## src/rtl/onehot_decoder_tree.sv

```systemverilog
// Binary-to-one-hot decoder built as a tree of small enable-gated leaf decoders,
// with a combinational output and a one-cycle registered copy plus valid flag.

module onehot_dec_leaf #(
    parameter int W = 1
) (
    input  logic              enable,
    input  logic [W-1:0]      in,
    output logic [(1<<W)-1:0] out
);

    always_comb begin
        out = '0;
        for (int k = 0; k < (1 << W); k++) begin
            out[k] = enable && (in == W'(k));
        end
    end

endmodule

module onehot_decoder_tree #(
    parameter int IN_W  = 5,
    parameter int OUT_W = 2**IN_W
) (
    input  logic             clk,
    input  logic             reset_n,
    input  logic             enable,
    input  logic [IN_W-1:0]  in,
    output logic [OUT_W-1:0] out_comb,
    output logic [OUT_W-1:0] out,
    output logic             valid
);

    logic [OUT_W-1:0] out_d, out_q;
    logic             valid_d, valid_q;

    generate
        if (IN_W == 3) begin : g_w3
            logic [1:0] leaf_en;
            onehot_dec_leaf #(.W(1)) u_up (
                .enable (enable),
                .in     (in[2]),
                .out    (leaf_en)
            );
            for (genvar k = 0; k < 2; k++) begin : g_leaf
                onehot_dec_leaf #(.W(2)) u_leaf (
                    .enable (leaf_en[k]),
                    .in     (in[1:0]),
                    .out    (out_comb[4*k+3:4*k])
                );
            end
        end else if (IN_W > 4) begin : g_wide
            // Upper bits select which 4-to-16 leaf is enabled.
            localparam int UP_W = IN_W - 4;
            logic [(1<<UP_W)-1:0] leaf_en;
            onehot_dec_leaf #(.W(UP_W)) u_up (
                .enable (enable),
                .in     (in[IN_W-1:4]),
                .out    (leaf_en)
            );
            for (genvar k = 0; k < (1 << UP_W); k++) begin : g_leaf
                onehot_dec_leaf #(.W(4)) u_leaf (
                    .enable (leaf_en[k]),
                    .in     (in[3:0]),
                    .out    (out_comb[16*k+15:16*k])
                );
            end
        end else begin : g_single
            onehot_dec_leaf #(.W(IN_W)) u_leaf (
                .enable (enable),
                .in     (in),
                .out    (out_comb)
            );
        end
    endgenerate

    always_comb begin
        out_d   = '0;
        valid_d = 1'b0;
        if (reset_n) begin
            out_d   = out_comb;
            valid_d = enable;
        end
    end

    always_ff @(posedge clk) begin
        out_q   <= out_d;
        valid_q <= valid_d;
    end

    assign out   = out_q;
    assign valid = valid_q;

endmodule

```

## config.mk

```make
export PLATFORM = sky130hd
export DESIGN_NAME = onehot_decoder_tree
export DESIGN_NICKNAME = d
export VERILOG_FILES = /design/src/rtl/onehot_decoder_tree.sv
export SDC_FILE = /design/constraint.sdc
export NUM_CORES = 1
export LEC_CHECK = 0
export ABC_AREA = 1
export BUFFER_PORTS_ARGS = -buffer_cell sky130_fd_sc_hd__buf_2
export CAP_MARGIN = 40
export CORE_ASPECT_RATIO = 0.8
export CORE_MARGIN = 10
export CORE_UTILIZATION = 38
export DETAILED_ROUTE_END_ITERATION = 6
export PLACE_DENSITY = 0.75
export SKIP_CTS_REPAIR_TIMING = 1
export SLEW_MARGIN = 20
export SYNTH_ARGS = -nofsm -noshare
export SYNTH_HDL_FRONTEND = slang
export SYNTH_SLANG_ARGS = --single-unit
```

## constraint.sdc

```tcl
create_clock -name clk -period 1 [get_ports clk]
set_clock_uncertainty 0.15 [all_clocks]
set_input_delay 0.25 -clock clk [delete_from_list [all_inputs] [get_ports clk]]
set_output_delay 0.25 -clock clk [all_outputs]
set_load 0.02 [all_outputs]
```

==> flow_summary.ini, run 1 <==
[clock_tree]
htreeDepth = 2
clkSinkCount = 33
cts_made_buffers = 5
clockRootBuffer = clkbuf_8
clock_path_buffers = 2

[yosys]
netlist_top_cells_area = dfxtp_1, inv_1, nand3_1
syn-num-nets = 165
synthDistinctLibCells = 12
yosysWarnings = 0
synth_seq_cells = 33
postSynthCellCount = 157
synth_area_sq_um = 1210
netlist.area_leader.share_pct = 54.4
yosysSeqAreaShare_pct = 54.4
synth.largest_area_cell = dfxtp_1
postSynthAreaPerCell_sq_um = 7.73

[timing]
worst-ep-kind = primary output
worst_endpoint = out_comb[8]

[place]
dp_hpwl_microns = 3050
gp_congestion = 0.808
portBuffers = 72

[die]
num_rows = 18
initial_core_util_pct = 39.3
die_y_microns = 70.5
ioPinCount = 73
die_w_microns = 83.2

[run_status]
status = aborted with a tool error
stop_stage = global routing (5_1_grt)
error = [ERROR DPL-0033] detailed placement checks failed during check placement.

[grt]
grt_max_degree = 23
antenna_found_initial = 1
cells by family after synthesis:
kind of cell | Yosys count | synth area share, %
simple gates | 78 | 30.1
buf+inv | 46 | 15.5
flops | 33 | 54.4
synthesized netlist by cell type:
master	number
nor2_2	4
nor2_4	3
nand3_1	28
nor3_1	2
inv_1	38
dfxtp_1	33
nand2_1	7
clkbuf_1	3
buf_6	2
nor2_1	33
nand2_2	1
inv_2	3
per-stage QoR:
| stage | setup WS (ns) | hold slack (ns) | std cells | utilization [%] | area, sq um |
|---|---|---|---|---|---|
| after CTS | -0.504 | 0.0232 | 296 | 67.0 | 2070 |
| after detailed placement | -0.505 | 0.318 | 288 | 64.4 | 1990 |
| after global placement | -0.481 | 0.320 | 288 | 64.4 | 1990 |
| after floorplan | -0.150 | 0.193 | 157 | - | 1370 |
==> inputs of run 2 (changes only) <==
--- a/config.mk
+++ b/config.mk
@@ -8,11 +8,10 @@
 export ABC_AREA = 1
 export BUFFER_PORTS_ARGS = -buffer_cell sky130_fd_sc_hd__buf_2
 export CAP_MARGIN = 40
-export CORE_ASPECT_RATIO = 0.8
 export CORE_MARGIN = 10
-export CORE_UTILIZATION = 38
+export CORE_UTILIZATION = 30
 export DETAILED_ROUTE_END_ITERATION = 6
-export PLACE_DENSITY = 0.75
+export PLACE_DENSITY_LB_ADDON = 0.15
 export SKIP_CTS_REPAIR_TIMING = 1
 export SLEW_MARGIN = 20
 export SYNTH_ARGS = -nofsm -noshare
==> constraint.sdc (replaced) <==
create_clock -name clk -period 1.3 [get_ports clk]
set_clock_uncertainty 0.15 [all_clocks]
set_input_delay 0.325 -clock clk [delete_from_list [all_inputs] [get_ports clk]]
set_output_delay 0.325 -clock clk [all_outputs]
set_load 0.02 [all_outputs]
==> flow_summary.ini, run 2 <==
[final_layout]
drive_gt1_share_pct = 73.8
layout_commonest_cell = buf_6
largest_reg_flops = 32
multi_input_area_sq_um = 727
num_antenna_cells = 0
nNetsFinal = 278
mostFrequentLayoutCells = buf_6, buf_2, dfxtp_1, nor2_1, inv_2
fin_util_pct = 70.1
fillers = 285
syn2layout_area_growth_pct = 129
seq_area_sq_um = 661

[setup_path]
critical-path-top-delay-family = buffers and inverters
endpoint_kind = output port
slowest_stage = clkbuf_16
crit_chain = buf_8 > inv_4 > nor2_4 > clkbuf_16 > nand3_4 > inv_2 > buf_6
worstPathArrival_ns = 1.06
cp.required_ns = 0.82
path_buf_inv = 5
crit_type = primary input to output port
critPathMaxFanout = 7
worstSetupStartpointType = primary input
critical_path.max_stage_delay_ns = 0.21

[grt]
grt_pass1_wl_microns = 6460
grtUsageTotal_pct = 11.3
antenna_found_initial = 0
grt-ovfl-total = 0
grt_max_degree = 33
grt_pass1_vias = 1323

[route]
first_pass_iters = 3
drc = 0
detail-route-antenna-nets = 0
vias = 1377
via_per_inst = 4.29
wirelength_microns = 4580
drt-initial-drc-count = 51
wl_per_cell_microns = 14.3

[timing]
finalHoldViolations = 0
post-route-min-period_ns = 1.53
max-slew-margin-rel_pct = 89.5
rsz0062_at_grt = yes
fin_crit_sh_pct = 118
tightest_slew_ns = 0.157
finalSetupTns_ns = -5.61
fin_ws_ns = -0.231
setup_violations = 32
drv_slew = 0
max_freq_mhz = 653

[yosys]
synth_area_sq_um = 1210
yosysWarnings = 0
synthDistinctLibCells = 12
netlist.area_leader.share_pct = 54.4
synth_edf_count = 0
ys_top_cells_by_count = inv_1, dfxtp_1, nor2_1
netlist_top_cells_area = dfxtp_1, inv_1, nand3_1
synthArstFlopShare_pct = 0
yosysSeqAreaShare_pct = 54.4
postSynthAreaPerCell_sq_um = 7.73
synth-main-ff-cell = dfxtp_1
syn-num-nets = 165
postSynthCellCount = 157
synth.largest_area_cell = dfxtp_1
synth_most_common_cell = inv_1
synth_seq_cells = 33

[pwr]
p_per_area_nw_per_um2 = 917
peakVddDrop_mv = 0.559
p_leak_nw = 1.41
total_power_w = 0.00255

[die]
initial_core_util_pct = 30.6
die_y_microns = 83.6
core_area_sq_um = 3970
die_w_microns = 83.6
ioPinCount = 73
num_rows = 23
die_area_sq_um = 6990

[clock_tree]
clockRootBuffer = clkbuf_8
cts_made_buffers = 5
path_clk_slew_ns = 0.07
clkSinkCount = 33
clock_path_buffers = 2
cts_tree = yes
htreeDepth = 2

[place]
dpl_worst_slack_ns = -0.314
dp_hpwl_microns = 3030
portBuffers = 72
gp_congestion = 0.750

[flow_run]
maxCapViolCount = 0

[run_status]
violations = negative setup slack
status = finished, violations left

[min_path]
hp-class = primary input to register
[run 2: cell counts after synthesis]
No cell type changed its count.
[run 2: logic make-up (layout without fill, tap and decap cells)]
group | after synthesis | count (layout) | share of synthesized area, %
buffers and inverters | 46 | 160 | 15.5
flip-flops | 33 | 33 | 54.4
AND/OR/NAND/NOR | 78 | 78 | 30.1
[run 2: per-layer routing]
layer	routed length [microns]	GRT usage [%]	up-vias	part of all wire, %
li1	-	-	690	-
met1	1740	11.7	645	38
met2	2440	18.9	36	53
met3	340	6.15	6	7.4
met4	63	4.11	0	1.4
met5	0	0	-	0
[run 2: worst paths after layout]
kind / startpoint / endpoint / cells after the start / slack, ns
max: enable / out_comb[6] / 7 / -0.23
min: reset_n / valid / 3 / 0.09
[run 2: where the power goes]
group	switching (W)	internal, W
combinational	0.000226	0.000166
sequential	0.00000145	0.00102
clock	0.000382	0.000762
total	0.000609	0.00195
[run 2: worst min-delay path, delay by kind of cell]
family | cells | cell delay [ns]
and+or+nand+nor | 1 | 0.05
buffers and inverters | 2 | 0.13
[run 2: through the flow]
step / hold slack [ns] / area (sq um) / std cells
final: 0.0946 / 2790 / 321
after global routing: 0.104 / 2790 / 321
after CTS: 0.0903 / 1970 / 306
after detailed placement: 0.397 / 1840 / 298
after global placement: 0.375 / 1840 / 298
after floorplan: 0.268 / 1250 / 157
[run 2: area by class of cell]
type,instances,area share [%]
multi-input combinational,78,26.1
tap,50,2.25
clock buffer,5,2.47
sequential,33,23.7
inverter,41,6.51
clock inverter,3,2.34
timing repair buffer,110,36.2
timing repair inverter,1,0.404
Power figures use the tool's default switching activity.
==> inputs of run 3 (changes only) <==
--- a/config.mk
+++ b/config.mk
@@ -5,7 +5,6 @@
 export SDC_FILE = /design/constraint.sdc
 export NUM_CORES = 1
 export LEC_CHECK = 0
-export ABC_AREA = 1
 export BUFFER_PORTS_ARGS = -buffer_cell sky130_fd_sc_hd__buf_2
 export CAP_MARGIN = 40
 export CORE_MARGIN = 10
@@ -13,7 +12,6 @@
 export DETAILED_ROUTE_END_ITERATION = 6
 export PLACE_DENSITY_LB_ADDON = 0.15
 export SKIP_CTS_REPAIR_TIMING = 1
-export SLEW_MARGIN = 20
 export SYNTH_ARGS = -nofsm -noshare
 export SYNTH_HDL_FRONTEND = slang
 export SYNTH_SLANG_ARGS = --single-unit
==> flow_summary.ini, run 3 <==
[run_status]
status = finished, violations left
violations = negative setup slack

[timing]
rsz0062_at_grt = yes
max-slew-margin-rel_pct = 80.0
fin_crit_sh_pct = 138
drv_slew = 0
tightest_slew_ns = 0.299
whs_ns = 0.127
finalHoldViolations = 0
fin_ws_ns = -0.488
max_freq_mhz = 559
finalSetupTns_ns = -10.26
post-route-min-period_ns = 1.79
setup_violations = 32

[grt]
grt_pass1_wl_microns = 6480
grt_pass1_vias = 1266
grtUsageMet3_pct = 3.67
grtUsageTotal_pct = 12.4
use_met2_pct = 20.4
busiest_layer = met2
antenna_found_initial = 0
grt-ovfl-total = 0
grt_max_degree = 17
met1_usage_pct = 14.5

[yosys]
yosysWarnings = 0
synthDistinctLibCells = 16
synth_xor_xnor_area_share_pct = 0
synth_seq_cells = 33
yosys.area_share.simple_pct = 38.4
netlist.area_leader.share_pct = 57.0
netlist_top_cells_area = dfxtp_1, nor2_1, nor3_1
ys_top_cells_by_count = nor2_1, dfxtp_1, nor3_1
yosys.area_share.adder_pct = 0
synth_most_common_cell = nor2_1
yosysSeqAreaShare_pct = 57.0
synth_edf_count = 0
synth_area_sq_um = 1160
synth-main-ff-cell = dfxtp_1
syn-num-nets = 140
postSynthCellCount = 132
synthArstFlopShare_pct = 0
synth-compound-area-share_pct = 0
postSynthAreaPerCell_sq_um = 8.79
synthMuxAreaShare_pct = 0
synth.largest_area_cell = dfxtp_1
synth_top_family_by_area = simple AND/OR/NAND/NOR gates

[pwr]
p_per_area_nw_per_um2 = 797
p_switching_w = 0.000565
p_leak_nw = 1.16
sw_frac_of_total_pct = 26.2
p_int_w = 0.00159
peakVddDrop_mv = 0.379
clkPwrFrac_pct = 33.6
seqPwrFrac_pct = 47.3
combPwrFrac_pct = 19.1

[setup_path]
cp.required_ns = 0.82
worstSetupStartpointType = primary input
crit_type = primary input to output port
worstPathArrival_ns = 1.31
endpoint_kind = output port
critPathMaxFanout = 4

[die]
num_rows = 22
die_y_microns = 82.2
ioPinCount = 73
initial_core_util_pct = 31.4
die_area_sq_um = 6750
core_area_sq_um = 3690
die_w_microns = 82.2

[route]
detail-route-antenna-nets = 0
vias = 1303
wirelength_microns = 4580
wl_per_cell_microns = 15.8
first_pass_iters = 4
drt-initial-drc-count = 34
drc = 0
via_per_inst = 4.48

[final_layout]
mostFrequentLayoutCells = buf_6, buf_2, dfxtp_1, nor2_4, buf_4
num_antenna_cells = 0
layout_commonest_cell = buf_6
drive_gt1_share_pct = 70.4
syn2layout_area_growth_pct = 133
largest_reg_flops = 32
nNetsFinal = 250
fillers = 263

[clock_tree]
htreeDepth = 2
path_clk_slew_ns = 0.07
clkSinkCount = 33
cts_tree = yes
cts_made_buffers = 5
clockRootBuffer = clkbuf_8
clock_path_buffers = 2

[min_path]
min_delay_path_depth = 2
hp-class = primary input to register
timing.hold.worst_endpoint = valid
hold_start = reset_n

[flow_run]
maxCapViolCount = 0

[place]
portBuffers = 72
dp_hpwl_microns = 3350
gp_congestion = 0.745
## run 3: cell types whose count changed after synthesis, sizes merged, moves of 4 or more
| cell | before | now |
|---|---|---|
| clkbuf | 3 | 9 |
| inv | 41 | 0 |
| nand2 | 8 | 3 |
| nand3 | 28 | 1 |
| nand4bb | 0 | 4 |
| nor2 | 40 | 44 |
| nor3 | 2 | 20 |
## run 3: how the worst max path moves through the flow
stage	depth (start not counted)	slack (ns)	from	endpoint
floorplan	3	-0.40	in[2]	out_comb[0]
global placement	4	-0.53	in[2]	out_comb[0]
detailed placement	4	-0.53	in[2]	out_comb[0]
CTS	4	-0.54	in[2]	out_comb[0]
global route	4	-0.49	in[4]	out_comb[2]
finish	4	-0.49	in[4]	out_comb[2]
## run 3: metal layers
metal	up-vias	routed length, microns
li1	655	-
met1	592	1660
met2	50	2370
met3	6	481
met4	0	73
met5	-	0
## run 3: critical path, cell delays in order
cell,delay (ns)
buf_6,0.09
or4b_4,0.61
nor2_4,0.15
buf_6,0.13
## run 3: cell families after synthesis
group	after synthesis
simple gates	86
flops	33
buf+inv	13
## run 3: power by group through the flow
stage | registers (W) | logic (W) | clock network [W]
after global routing | 0.00102 | 0.000436 | 0.000793
after global placement | 0.00104 | 0.000307 | 0
after CTS | 0.00102 | 0.000315 | 0.000745
after floorplan | 0.00105 | 0.000209 | 0
final | 0.00102 | 0.000411 | 0.000725
after detailed placement | 0.00104 | 0.000313 | 0
## run 3: layout make-up
class	count	area [sq um]	share of cell area [%]
flip-flops and latches	33	661	24.4
repair buffers	116	1080	40.0
well taps	48	60.1	2.22
clock buffers	5	68.8	2.54
clock inverters	3	17.5	0.648
multi-input cells	86	817	30.2
## run 3: stage by stage
step	power (W)	utilization [%]	setup slack (ns)	area (sq um)	std cells
after global placement	0.00135	58.5	-0.527	2160	274
final	0.00216	73.3	-0.488	2710	291
after detailed placement	0.00136	58.5	-0.533	2160	274
after floorplan	0.00126	-	-0.402	1600	132
after CTS	0.00208	60.9	-0.536	2240	282
after global routing	0.00225	73.3	-0.491	2710	291
